--- src/rtl/pwl_activation_piped.sv ---
// pwl_activation_piped
//   Handshaked piecewise-linear activation: y = m[i]*x + c[i], where i is the
//   number of breakpoints that x meets or exceeds. Three pipeline stages
//   (select, multiply, add) share one global advance, so the whole pipe
//   stalls together when the output is held.
//
//   Reset loads the 9-segment sigmoid tables (NSEG=9). Other NSEG values
//   reset every table entry to zero. Tables are reloaded through cfg_*.
//
//   Optional build macro: PWL_SATURATE_EN -- when defined, the product and
//   sum narrowings clamp to the signed BITSIZE range; otherwise they wrap.
//
// Ports
//   clk, reset              rising-edge clock, synchronous active-high reset
//   in_valid/in_ready       input handshake, in_data is signed x
//   out_valid/out_ready     output handshake, out_data is signed y
//   cfg_we                  table write strobe
//   cfg_sel                 0 breakpoint, 1 slope, 2 intercept, 3 ignored
//   cfg_addr, cfg_wdata     table index and value
module pwl_activation_piped #(
  parameter int BITSIZE = 16,
  parameter int FRAC    = 11,
  parameter int NSEG    = 9
) (
  input  logic                      clk,
  input  logic                      reset,
  input  logic                      in_valid,
  output logic                      in_ready,
  input  logic signed [BITSIZE-1:0] in_data,
  output logic                      out_valid,
  input  logic                      out_ready,
  output logic signed [BITSIZE-1:0] out_data,
  input  logic                      cfg_we,
  input  logic [1:0]                cfg_sel,
  input  logic [$clog2(NSEG)-1:0]   cfg_addr,
  input  logic [BITSIZE-1:0]        cfg_wdata
);
  localparam int AW = $clog2(NSEG);
  localparam int PW = 2 * BITSIZE;

  function automatic logic signed [BITSIZE-1:0] bp_init(input int k);
    logic [15:0] v;
    v = 16'h0000;
    if (NSEG == 9) begin
      case (k)
        0: v = 16'hDC76;  1: v = 16'hE887;  2: v = 16'hF0B3;  3: v = 16'hF7A7;
        4: v = 16'h0859;  5: v = 16'h0F4D;  6: v = 16'h1779;  7: v = 16'h238A;
        default: v = 16'h0000;
      endcase
    end
    return BITSIZE'($signed(v));
  endfunction

  function automatic logic signed [BITSIZE-1:0] m_init(input int k);
    logic [15:0] v;
    v = 16'h0000;
    if (NSEG == 9) begin
      case (k)
        0, 8: v = 16'h0006;
        1, 7: v = 16'h0034;
        2, 6: v = 16'h009C;
        3, 5: v = 16'h0136;
        4:    v = 16'h01D6;
        default: v = 16'h0000;
      endcase
    end
    return BITSIZE'($signed(v));
  endfunction

  function automatic logic signed [BITSIZE-1:0] c_init(input int k);
    logic [15:0] v;
    v = 16'h0000;
    if (NSEG == 9) begin
      case (k)
        0: v = 16'h0034;  1: v = 16'h0102;  2: v = 16'h0233;  3: v = 16'h0359;
        4: v = 16'h03FF;  5: v = 16'h04A6;  6: v = 16'h05CC;  7: v = 16'h06FD;
        8: v = 16'h07CB;
        default: v = 16'h0000;
      endcase
    end
    return BITSIZE'($signed(v));
  endfunction

  // Clamp when the discarded high bits are not a pure sign extension.
  function automatic logic signed [BITSIZE-1:0] narrow(input logic signed [PW-1:0] v);
`ifdef PWL_SATURATE_EN
    logic [PW-BITSIZE:0] hi;
    hi = v[PW-1:BITSIZE-1];
    if (!(&hi) && (|hi))
      return v[PW-1] ? {1'b1, {(BITSIZE-1){1'b0}}} : {1'b0, {(BITSIZE-1){1'b1}}};
`endif
    return v[BITSIZE-1:0];
  endfunction

  logic signed [BITSIZE-1:0] bp_tbl [NSEG-1];
  logic signed [BITSIZE-1:0] m_tbl  [NSEG];
  logic signed [BITSIZE-1:0] c_tbl  [NSEG];

  logic                      advance;
  logic [AW-1:0]             seg;
  logic signed [BITSIZE-1:0] m_sel, c_sel;
  logic signed [PW-1:0]      prod_full, prod_shift;
  logic signed [BITSIZE:0]   sum_w;

  logic                      vld_p0, vld_p1, vld_p2;
  logic signed [BITSIZE-1:0] x_p0, m_p0, c_p0;
  logic signed [BITSIZE-1:0] prod_p1, c_p1;
  logic signed [BITSIZE-1:0] y_p2;

  always_ff @(posedge clk) begin
    if (reset) begin
      for (int k = 0; k < NSEG-1; k++) bp_tbl[k] <= bp_init(k);
      for (int k = 0; k < NSEG; k++) begin
        m_tbl[k] <= m_init(k);
        c_tbl[k] <= c_init(k);
      end
    end else if (cfg_we) begin
      for (int k = 0; k < NSEG-1; k++)
        if (cfg_sel == 2'd0 && cfg_addr == AW'(k)) bp_tbl[k] <= cfg_wdata;
      for (int k = 0; k < NSEG; k++) begin
        if (cfg_sel == 2'd1 && cfg_addr == AW'(k)) m_tbl[k] <= cfg_wdata;
        if (cfg_sel == 2'd2 && cfg_addr == AW'(k)) c_tbl[k] <= cfg_wdata;
      end
    end
  end

  assign advance   = !vld_p2 || out_ready;
  assign in_ready  = advance;
  assign out_valid = vld_p2;
  assign out_data  = y_p2;

  always_ff @(posedge clk) begin
    if (reset) begin
      vld_p0 <= 1'b0;
      vld_p1 <= 1'b0;
      vld_p2 <= 1'b0;
      y_p2   <= '0;
    end else if (advance) begin
      vld_p0 <= in_valid;
      vld_p1 <= vld_p0;
      vld_p2 <= vld_p1;
      if (vld_p1) y_p2 <= narrow(PW'(sum_w));
    end
  end

  // Stage 1: segment select and table read
  always_comb begin
    seg = '0;
    for (int k = 0; k < NSEG-1; k++)
      if (in_data >= bp_tbl[k]) seg = seg + AW'(1);
    m_sel = '0;
    c_sel = '0;
    for (int k = 0; k < NSEG; k++)
      if (seg == AW'(k)) begin
        m_sel = m_tbl[k];
        c_sel = c_tbl[k];
      end
  end

  always_ff @(posedge clk) begin
    if (advance) begin
      x_p0 <= in_data;
      m_p0 <= m_sel;
      c_p0 <= c_sel;
    end
  end

  // Stage 2: full-width product, floor shift, narrow
  always_comb begin
    prod_full  = PW'(x_p0) * PW'(m_p0);
    prod_shift = prod_full >>> FRAC;
  end

  always_ff @(posedge clk) begin
    if (advance) begin
      prod_p1 <= narrow(prod_shift);
      c_p1    <= c_p0;
    end
  end

  // Stage 3: add intercept, narrow into out_data
  always_comb begin
    sum_w = (BITSIZE+1)'(prod_p1) + (BITSIZE+1)'(c_p1);
  end

endmodule
--- config.mk ---
export PLATFORM = sky130hd
export DESIGN_NAME = pwl_activation_piped
export DESIGN_NICKNAME = d
export VERILOG_FILES = /design/src/rtl/pwl_activation_piped.sv
export SDC_FILE = /design/constraint.sdc
export NUM_CORES = 1
export LEC_CHECK = 0
export ABC_CLOCK_PERIOD_IN_PS = 11400
export CAP_MARGIN = 20
export CELL_PAD_IN_SITES_DETAIL_PLACEMENT = 1
export CELL_PAD_IN_SITES_GLOBAL_PLACEMENT = 2
export CORE_AREA = 8 8 333 335
export CTS_CLUSTER_DIAMETER = 120
export DETAILED_ROUTE_END_ITERATION = 12
export DIE_AREA = 0 0 341 343
export PLACE_DENSITY = 0.73
export SETUP_SLACK_MARGIN = 0.02
export SLEW_MARGIN = 20
export SYNTH_ARGS = -nofsm -noshare
export SYNTH_HDL_FRONTEND = slang
export SYNTH_SLANG_ARGS = --single-unit
--- constraint.sdc ---
create_clock -name clk -period 11.4 [get_ports clk]
set_input_delay 2.28 -clock clk [delete_from_list [all_inputs] [get_ports clk]]
set_output_delay 2.28 -clock clk [all_outputs]
set_load 0.005 [all_outputs]
# Yosys cells after proc, flatten, opt, wreduce, memory -nomap -nowiden
# Memory sizes are Yosys's and may differ from the RTL's.
# Index checks and enable logic that the tools add are counted.
dict set report word_totals {
  regBits 99
  mem_bits_rw 416
  inputBits 43
  out_inout_bits 18
  memories 3
}
dict set report classes {
  add_sub_neg 8
  n_mul 1
  magnitude_cmp 8
  eq_ne 18
  n_mux 179
  bitwise_logic 26
  n_reduce_logical 32
}
# name words word_bits rd rd_ports_with_merged_regs write_ports line
set mem_list {}
lappend mem_list {c_tbl 9 16 9 0 9 97} ;# logic signed [BITSIZE-1:0] c_tbl [NSEG];
lappend mem_list {m_tbl 9 16 9 0 9 96} ;# logic signed [BITSIZE-1:0] m_tbl [NSEG];
lappend mem_list {bp_tbl 8 16 8 0 8 95} ;# logic signed [BITSIZE-1:0] bp_tbl [NSEG-1];
# op count
set op_table {}
lappend op_table {{$mux 16} 65}
lappend op_table {{$ge 16x16->1} 8}
lappend op_table {{$mux 1} 107}
lappend op_table {{$eq 4x3->1 const B} 8}
lappend op_table {{$add 4x1->4 const B} 7}
lappend op_table {{$mux 4} 7}
lappend op_table {{$mul 16x16->27} 1}
lappend op_table {{$logic_and 1x1->1} 26}
lappend op_table {{$or 1x1->1} 26}
lappend op_table {{$add 16x16->16} 1}
lappend op_table {{$eq 4x2->1 const B} 4}
lappend op_table {{$eq 4x1->1 const B} 2}
lappend op_table {{$eq 4x4->1 const B} 2}
lappend op_table {{$logic_not 4->1} 2}
lappend op_table {{$eq 2x1->1 const B} 1}
lappend op_table {{$eq 2x2->1 const B} 1}
lappend op_table {{$logic_not 2->1} 1}
lappend op_table {{$reduce_and 2->1} 1}
lappend op_table {{$logic_not 1->1} 1}
lappend op_table {{$logic_or 1x1->1} 1}

# Depth between registers and ports, before layout
# Gate-level depths: netlist (run 1).
# An unclocked memory read counts as a cell.
dict set report logic_depth {
  word_depth 27
  ltp_mapped 40
}

# Worst setup path before layout (run 1)
# No wires, ideal clock.
dict set report synth_path {
  path_type {input -> register}
  from {input port in_data[0]}
  to {register c_p0[10], data pin}
  arrival_time_ns 8.358
  t_required_ns 11.127
  path_slack_ns 2.769
  path_stages 39
  path_buffers 3
  path_cell_list {inv_1 > ha_1 > nand2b_1 > a21oi_1 > nor2b_1 > o21ai_0 > nand2b_1 > a21oi_1 > nor2b_1 > o21ai_0 > nand2b_1 > a21oi_1 > or3_1 > a41oi_1 > ha_1 > xnor2_1 > ha_1 > nand2_1 > (+3 left out) > a41o_1 > inv_1 > ha_1 > a21boi_0 > o21bai_1 > ha_1 > nand3_1 > nand2_1 > ha_1 > or2_2 > and2_1 > clkbuf_1 > nor3_1 > clkbuf_1 > nand3_1 > buf_2 > a311oi_2 > a31oi_1}
}
dict set report synth_via {
  elab_chain_cells 26
  elab_cells_between_ends 41
}
# item line
set synth_lines {}
lappend synth_lines {{start: declaration} 29} ;# input logic signed [BITSIZE-1:0] in_data,
lappend synth_lines {{$ge 16x16->1} 150} ;# if (in_data >= bp_tbl[k]) seg = seg + AW'(1);
lappend synth_lines {{$mux 1} 150}
lappend synth_lines {{$add 4x1->4} 150}
lappend synth_lines {{$mux 4} 150}
lappend synth_lines {{$add 4x1->4} 150}
lappend synth_lines {{$mux 4} 150}
lappend synth_lines {{$add 4x1->4} 150}
lappend synth_lines {{$mux 4} 150}
lappend synth_lines {{(+4 left out)} n/a}
lappend synth_lines {{$add 4x1->4} 150}
lappend synth_lines {{$mux 4} 150}
lappend synth_lines {{$add 4x1->4} 150}
lappend synth_lines {{$mux 4 *} 150}
lappend synth_lines {{$logic_not 4->1} 154} ;# if (seg == AW'(k)) begin
lappend synth_lines {{$mux 16 (8 in a row)} 154}
lappend synth_lines {{$mux 16 *} 154}
lappend synth_lines {{via c_sel[10]} 101} ;# logic signed [BITSIZE-1:0] m_sel, c_sel;
lappend synth_lines {{end signal: assignment} 164} ;# c_p0 <= c_sel;
lappend synth_lines {{end: declaration} 106} ;# logic signed [BITSIZE-1:0] x_p0, m_p0, c_p0;
# The timed path passes the listed nets; every way through them passes the cells marked *.
# A chain may end at the register's enable or synchronous reset.

# Final worst setup path (run 1)
dict set report layout_path {
  from {input port in_data[0]}
  to {register m_p0[5], data pin}
}
dict set report layout_via {
  elab_chain_cells 26
  elab_cells_between_ends 41
}
# item line
set layout_lines {}
lappend layout_lines {{$ge 16x16->1} 150}
lappend layout_lines {{$mux 1} 150}
lappend layout_lines {{$add 4x1->4} 150}
lappend layout_lines {{$mux 4} 150}
lappend layout_lines {{$add 4x1->4} 150}
lappend layout_lines {{$mux 4} 150}
lappend layout_lines {{$add 4x1->4} 150}
lappend layout_lines {{$mux 4} 150}
lappend layout_lines {{(+4 left out)} n/a}
lappend layout_lines {{$add 4x1->4} 150}
lappend layout_lines {{$mux 4} 150}
lappend layout_lines {{$add 4x1->4} 150}
lappend layout_lines {{$mux 4 *} 150}
lappend layout_lines {{$logic_not 4->1} 154}
lappend layout_lines {{$mux 16 (8 in a row)} 154}
lappend layout_lines {{$mux 16 *} 154}
lappend layout_lines {{via m_sel[5]} 101}
lappend layout_lines {{end signal: assignment} 163} ;# m_p0 <= m_sel;
lappend layout_lines {{end: declaration} 106}
# Marked as above.

==> results.toml, run 1 <==
[timing]
period_share_pct = 85.5
setup_tns_ns = 0
drv_slew = 0
rsz0062_at_grt = "false"
tightestPinTransition_ns = 1.10
fmax_mhz = 103
setup_violations = 0
fin_crit_ns = 9.74
finalClockSkew_ns = 0.0524
max_slew_margin_pct = 26.7
hold_viol_final = 0

[cts]
cts-root-buf = "clkbuf_16"
numCtsBuffers = 58
clock-sinks = 515
clk_path_buf_depth = 3
post_cts.repair.setup_buffers = 0
cts_resized = 0
clk_latency_ns = 0.65
ctsHtreeMaxLevel = 2
cts_hold_buf = 0
cts_tree = "built"
clkTransAtPathRegs_ns = 0.06

[synth]
yosysTopAreaCell = "edfxtp_1"
synthTopCellsByArea = "edfxtp_1, fa_1, ha_1, inv_1, and2_1"
ys_seq_elements = 515
async_flop_share_pct = 0
synth_most_common_cell = "edfxtp_1"
netlist.area_leader.share_pct = 44.4
synth_area_mm2 = 0.0335
yosysUniqueCellTypes = 76
avgSynthCellArea_um2 = 11.5
ys_top_cells_by_count = "edfxtp_1, inv_1, ha_1, fa_1, nand2_1"
synth_edf_count = 496
synth-seq-area-share_pct = 45.6
syn_nets = 3390
syn_inst = 2905
yosysWarnings = 0
synth_top_flop_cell = "edfxtp_1"

[detailed_routing]
top_layer = "met4"
wirelength_um = 100000
wl_per_cell_um = 22.9
drc = 0
dr.pass1.iters = 5
ant_nets = 0
routed-wl-met3_um = 4260
via_per_inst = 5.13
drt-met1-wl_um = 45000
drt_iter0_drc = 1359
wl_met2_um = 48700
vias = 22524

[job]
max-cap-violations = 0

[die]
dieArea_mm2 = 0.117
die_h_um = 343
core_area_mm2 = 0.106
fp-row-count = 120
floorplan.initialDensity_pct = 31.7
ios = 61
die_x_um = 341

[critical_path]
crit_arrival_ns = 10.21
start_kind = "input pin"
setup.worst_path.start = "in_data[0]"
cp-end-kind = "flip-flop"
path_common_cell = "ha_1"
r2r_start = "bp_tbl[0][16]"
required_ns = 11.87
critPathSlowestCell = "a211oi_4"
path_class = "input pin to flip-flop"
cp_max_fo = 59
crit_path_max_incr_delay_ns = 0.72

[layout]
nets = 3423
layout-drive-gt1-share_pct = 7.27
synthToLayoutAreaGrowth_pct = 12.1

[global_route]
grt_max_degree = 74
overflow = 0
grt_pass1_vias = 24578
grt_first_pass_wirelength_um = 155000
grt_usage_pct = 17.2
antenna_found_initial = 2

[worst_hold_path]
hold_class = "flip-flop to flip-flop"
hold_path_startpoint = "c_p0[15]"

[run_status]
status = "finished, final reports clean"

[place]
gp_congestion = 0.803
numPortBuffers = 60
dp_hpwl_um = 68800
## layout make-up
cell class / instances / area [um2]
Timing Repair Buffer: 122 / 1100
Tap cell: 1403 / 1760
Clock inverter: 32 / 297
Inverter: 430 / 1610
Antenna cell: 2 / 5.00
Clock buffer: 74 / 1530
Multi-Input combinational cell: 1811 / 16000
Sequential cell: 515 / 15300
Fill cell: 11498 / 68200
## critical path: cells and delay by family
| family | cells | cell delay (ns) |
|---|---|---|
| compound gates | 14 | 3.21 |
| fa+ha+maj | 6 | 1.71 |
| simple gates | 9 | 1.21 |
| buf+inv | 4 | 1.20 |
| xor+xnor | 2 | 0.55 |
## path summary, 6_finish.rpt
kind                   end  slack (ns)  depth (start not counted)
setup / recovery   m_p0[5]        1.66                         35
hold / removal    c_p1[15]        0.42                          0
hold reg to reg   c_p1[15]        0.42                          0
setup reg to reg   m_p0[5]        3.65                         33
## per-layer routing
| layer | global-route usage [%] | vias to the layer above |
|---|---|---|
| li1 | - | 10252 |
| met1 | 23.0 | 11672 |
| met2 | 29.5 | 461 |
| met3 | 2.18 | 139 |
| met4 | 4.39 | 0 |
| met5 | 0 | - |
## kinds of logic (layout without fill, tap and decap cells)
group	after synthesis	after routing	share of synthesized area, %
other	0	2	0
AO/OA/AOI/OAI	470	470	10.5
AND/OR/NAND/NOR	805	805	13.0
multiplexers	35	35	1.05
XOR/XNOR	59	59	1.65
flip-flops	515	515	45.6
adder cells (fa/ha/maj)	442	442	21.4
buffers and inverters	579	658	6.89
## through the flow
stage	hold slack, ns	instances	utilization, %	instance area (um2)	worst slack (ns)
after floorplan	0.400	2905	-	33500	2.77
after global placement	0.408	4280	33.8	35800	1.28
after detailed placement	0.411	4281	33.8	35800	1.03
after CTS	0.425	4387	35.5	37600	1.70
after global routing	0.437	4387	35.5	37600	0.975
final	0.424	4389	35.5	37600	1.66
## state kept, by name, indices dropped and copies added (netlist names)
name and flops:
bp_tbl 128, c_p0 16, c_p1 16, c_tbl 144, m_p0 16, m_tbl 144, out_data 16, out_valid 1
prod_p1 16, vld_p0 1, vld_p1 1, x_p0 16
## cell usage in the layout (no fill, tap or decap), types with 12 or more instances in the layout
master / count
or2_2: 25
xnor2_1: 41
or3_1: 76
and2_1: 141
nand2b_1: 85
xor2_1: 12
a21oi_1: 102
nor2b_1: 17
dfxtp_1: 19
inv_1: 429
nor2_1: 101
nand4_1: 50
nand3_1: 22
a211oi_1: 59
o21ai_0: 37
a2111oi_0: 32
fa_1: 219
mux2i_1: 33
a31oi_1: 32
a221o_1: 29
clkinv_1: 14
nor3_1: 15
a22oi_1: 30
clkdlybuf4s50_1: 59
edfxtp_1: 496
clkbuf_1: 15
and4_1: 32
a21o_1: 43
buf_4: 59
a311oi_2: 20
ha_1: 223
clkbuf_16: 59
nand2_1: 208
Power of run 1 is left out: the tool's default activity adds up to more than one toggle a clock period on the data nets, which glitch-free logic cannot reach.
==> run 2: changes to the inputs <==
- CELL_PAD_IN_SITES_DETAIL_PLACEMENT: 1 -> default
- CELL_PAD_IN_SITES_GLOBAL_PLACEMENT: 2 -> default
- PLACE_DENSITY: 0.73 -> 0.57
- SKIP_LAST_GASP: default -> 1
==> run 2 against run 1 <==
Compared with the run above: hold slack got worse by 0.0028 ns; die area did not move; flip-flop and latch count unchanged; sequential share of layout area shrank 0.18 points; maximum frequency down 1.4%; critical path type unchanged; register-to-register slack about the same.
==> results.toml, run 2 (synthesis results as in run 1) <==
[die]
fp-row-count = 120
floorplan.initialDensity_pct = 31.7
core_area_mm2 = 0.106
die_x_um = 341
ios = 61
dieArea_mm2 = 0.117
die_h_um = 343

[timing]
setup_tns_ns = 0
hold_viol_final = 0
fmax_mhz = 101
drv_slew = 0
setup_violations = 0
tightestPinTransition_ns = 1.15
period_share_pct = 86.7
fin_crit_ns = 9.88
max_slew_margin_pct = 23.4
finalClockSkew_ns = 0.0906
rsz0062_at_grt = "false"

[place]
gp_congestion = 0.819
numPortBuffers = 60
dp_hpwl_um = 62800

[cts]
clk_path_buf_depth = 3
ctsHtreeMaxLevel = 2
post_cts.repair.setup_buffers = 0
clk_latency_ns = 0.66
clock-sinks = 515
numCtsBuffers = 59
cts_hold_buf = 0
clkTransAtPathRegs_ns = 0.06
cts-root-buf = "clkbuf_16"
cts_tree = "built"
cts_resized = 0

[layout]
nets = 3418
layout-drive-gt1-share_pct = 7.45
layout_common_cells = "edfxtp_1, inv_1, ha_1, fa_1, nand2_1"
final_common_cell = "edfxtp_1"
synthToLayoutAreaGrowth_pct = 12.6
top_regs = "c_tbl: 144 flops, m_tbl: 144 flops, bp_tbl: 128 flops"

[global_route]
overflow = 0
grt_first_pass_wirelength_um = 142000
grt_usage_pct = 15.7
grt_max_degree = 75
antenna_found_initial = 4
grt_pass1_vias = 23005

[critical_path]
critPathSlowestCell = "buf_4"
cp_max_fo = 53
required_ns = 11.71
start_kind = "input pin"
path_class = "input pin to flip-flop"
path_common_cell = "ha_1"
cp-end-kind = "flip-flop"
ff2ff_path_depth = 34
crit_arrival_ns = 10.19
crit_path_max_incr_delay_ns = 0.57

[detailed_routing]
ant_nets = 0
via_per_inst = 5.11
drt_iter0_drc = 1590
vias = 22391
wl_per_cell_um = 21.2
wirelength_um = 93100
dr.pass1.iters = 5
drc = 0

[run_status]
status = "finished, final reports clean"

[worst_hold_path]
hold_depth = 0
hold_class = "flip-flop to flip-flop"

[job]
max-cap-violations = 0
run 2: changes by cell type in the layout (fill, tap and decap cells not counted), sizes merged:
cell	delta
clkinvlp	+1
clkbuf	-9
inv	+1
clkinv	+1
diode	-1
bufinv	+8
buf	-6
run 2: final timing paths:
check                     start  slack [ns]  endpoint
setup / recovery     in_data[0]        1.52   m_p0[1]
hold / removal         c_p0[14]        0.42  c_p1[14]
setup reg to reg  bp_tbl[0][16]        3.65   m_p0[1]
hold reg to reg        c_p0[14]        0.42  c_p1[14]
run 2: critical path, delay by kind of cell:
| family | cells | cell delay (ns) |
|---|---|---|
| AOI/OAI and AO/OA | 13 | 2.23 |
| buffers and inverters | 6 | 1.75 |
| adders and majority gates | 6 | 1.70 |
| and+or+nand+nor | 10 | 1.68 |
| xor gates and xnor gates | 2 | 0.53 |
run 2: through the flow:
step	std cells	hold slack, ns	util, %	setup WS (ns)	cell area (um2)
6_report	4384	0.421	35.7	1.52	37800
5_1_grt	4383	0.424	35.7	0.785	37800
4_1_cts	4383	0.421	35.7	1.52	37800
3_5_place_dp	4275	0.406	33.7	0.906	35700
3_3_place_gp	4275	0.421	33.7	1.05	35700
2_1_floorplan	2905	0.400	-	2.77	33500
run 2: cell type report:
class                   count  area [um2]
multi-input cells        1811       16000
clock buffers              65        1500
repair buffers            116        1030
inverters                 430        1610
diodes                      1        2.50
fillers                 10365       68100
flip-flops and latches    515       15300
clock inverters            43         588
well taps                1403        1760
run 2: layer usage:
layer	GRT usage, %	up-vias	part of all wire [%]
li1	-	10265	-
met1	20.8	11333	44
met2	27.2	657	49
met3	1.85	136	5.2
met4	4.19	0	2.4
met5	0	-	0
Power of run 2 is left out for the same reason.
==> run 3: changes to the inputs <==
- ABC_CLOCK_PERIOD_IN_PS: 11400 -> default
- CORE_AREA: 8 8 333 335 -> 8 8 246 248
- DIE_AREA: 0 0 341 343 -> 0 0 254 256
- PLACE_DENSITY: 0.57 -> 0.87
==> run 3 against run 2 <==
Compared with the run above: hold slack better by 0.0023 ns; core utilization up 29 points; via count up 4.5%; clock skew down 0.020 ns; critical path depth up 3; routed wire length down 6.6%; flip-flop and latch count unchanged; first-iteration DRC count up 60%; cell count down 15%; sequential share of layout area up 1.4 points; maximum frequency down 3.7%; setup slack worse by 0.38 ns; critical endpoint is now c_p0[15].
==> results.toml, run 3 (synthesis results as in run 1) <==
[critical_path]
path_class = "input pin to flip-flop"
required_ns = 11.74
critPathSlowestCell = "nand3_2"
cp_max_fo = 22
r2r_start = "bp_tbl[0][16]"
worstSetupEndpoint = "c_p0[15]"
start_kind = "input pin"
cp-end-kind = "flip-flop"
setup.worst_path.start = "in_data[0]"
r2r_setup_slack_ns = 3.27
path_common_cell = "ha_1"
crit_path_max_incr_delay_ns = 0.67
reg2reg_to = "c_p0[15]"
crit_arrival_ns = 10.61
ff2ff_path_depth = 38

[die]
die_h_um = 256
floorplan.initialDensity_pct = 59.0
core_area_mm2 = 0.0568
ios = 61
die_x_um = 254
dieArea_mm2 = 0.0650
fp-row-count = 88

[detailed_routing]
wl_per_cell_um = 23.4
drc = 0
dr.pass1.iters = 6
wirelength_um = 86900
via_per_inst = 6.29
vias = 23389
drt_iter0_drc = 2537
ant_nets = 0

[timing]
max_slew_margin_pct = 22.7
fin_crit_ns = 10.26
fmax_mhz = 97.4
fin_ws_ns = 1.14
rsz0062_at_grt = "false"
tightestPinTransition_ns = 1.16
period_share_pct = 90.0
setup_violations = 0
hold_viol_final = 0
drv_slew = 0
setup_tns_ns = 0
holdWs_ns = 0.424
finalClockSkew_ns = 0.0707

[cts]
clkTransAtPathRegs_ns = 0.06
clk_latency_ns = 0.64
ctsHtreeMaxLevel = 2
post_cts.repair.setup_buffers = 0
numCtsBuffers = 52
cts-root-buf = "clkbuf_16"
cts_hold_buf = 0
clock-sinks = 515
clk_path_buf_depth = 3
cts_tree = "built"
cts_resized = 0

[layout]
final_util_pct = 64.3
synthToLayoutAreaGrowth_pct = 8.87
nets = 3393
top_regs = "c_tbl: 144 flops, m_tbl: 144 flops, bp_tbl: 128 flops"
final_common_cell = "edfxtp_1"
fillers = 4060
layout_common_cells = "edfxtp_1, inv_1, ha_1, fa_1, nand2_1"
layout-drive-gt1-share_pct = 6.44

[place]
numPortBuffers = 60
dp_hpwl_um = 59000
gp_congestion = 0.942
dp_worst_setup_slack_ns = 0.684

[global_route]
antenna_found_initial = 3
overflow = 0
grt_max_degree = 74
grt_pass1_vias = 24878
grt_first_pass_wirelength_um = 136000
grt_usage_pct = 26.7

[run_status]
status = "finished, final reports clean"

[worst_hold_path]
hold_path_startpoint = "c_p0[13]"
hold_class = "flip-flop to flip-flop"

[job]
max-cap-violations = 0
-- run 3: cell types whose count changed in the layout (fill, tap and decap cells not counted), sizes merged --
cell      previous run  this run
buf                 57        39
bufinv              12         7
clkbuf              65        60
clkinv              24        23
clkinvlp             4         5
diode                1         3
inv                433       431
-- run 3: through the flow --
stage               std cells  cell area, um2
CTS                      3715           36500
global route             3716           36500
global placement         3619           34700
detailed placement       3619           34700
finish                   3718           36500
floorplan                2905           33500
-- run 3: layout make-up --
| cell class | instances | area (um2) | area share, % |
|---|---|---|---|
| Tap cell | 765 | 957 | 2.62 |
| Antenna cell | 3 | 7.51 | 0.0206 |
| Timing Repair Buffer | 98 | 883 | 2.42 |
| Multi-Input combinational cell | 1811 | 16000 | 43.9 |
| Clock buffer | 60 | 1330 | 3.65 |
| Inverter | 430 | 1610 | 4.42 |
| Sequential cell | 515 | 15300 | 41.8 |
| Clock inverter | 36 | 428 | 1.17 |
-- run 3: layer usage --
metal  vias to the layer above  global-route usage [%]  wire length (um)
met5                         -                       0                 0
met4                         0                    13.9              4740
met3                       350                    4.16              8400
met2                      1392                    43.9             41800
met1                     11454                    34.0             32000
li1                      10193                       -                 -
-- run 3: worst min-delay path by stage --
stage | end | slack [ns] | cells past startpoint
after floorplan | c_p1[0] | 0.40 | 0
final | c_p1[13] | 0.42 | 0
after CTS | c_p1[13] | 0.43 | 0
after global placement | c_p1[13] | 0.41 | 0
after detailed placement | c_p1[13] | 0.41 | 0
after global routing | c_p1[13] | 0.43 | 0
-- run 3: critical path, delay by kind of cell --
kind / cells / cell delay, ns
compound gates: 12 / 1.97
xor+xnor: 3 / 0.81
fa+ha+maj: 7 / 2.00
buf+inv: 5 / 1.56
simple gates: 13 / 1.97
Power of run 3 is left out for the same reason.
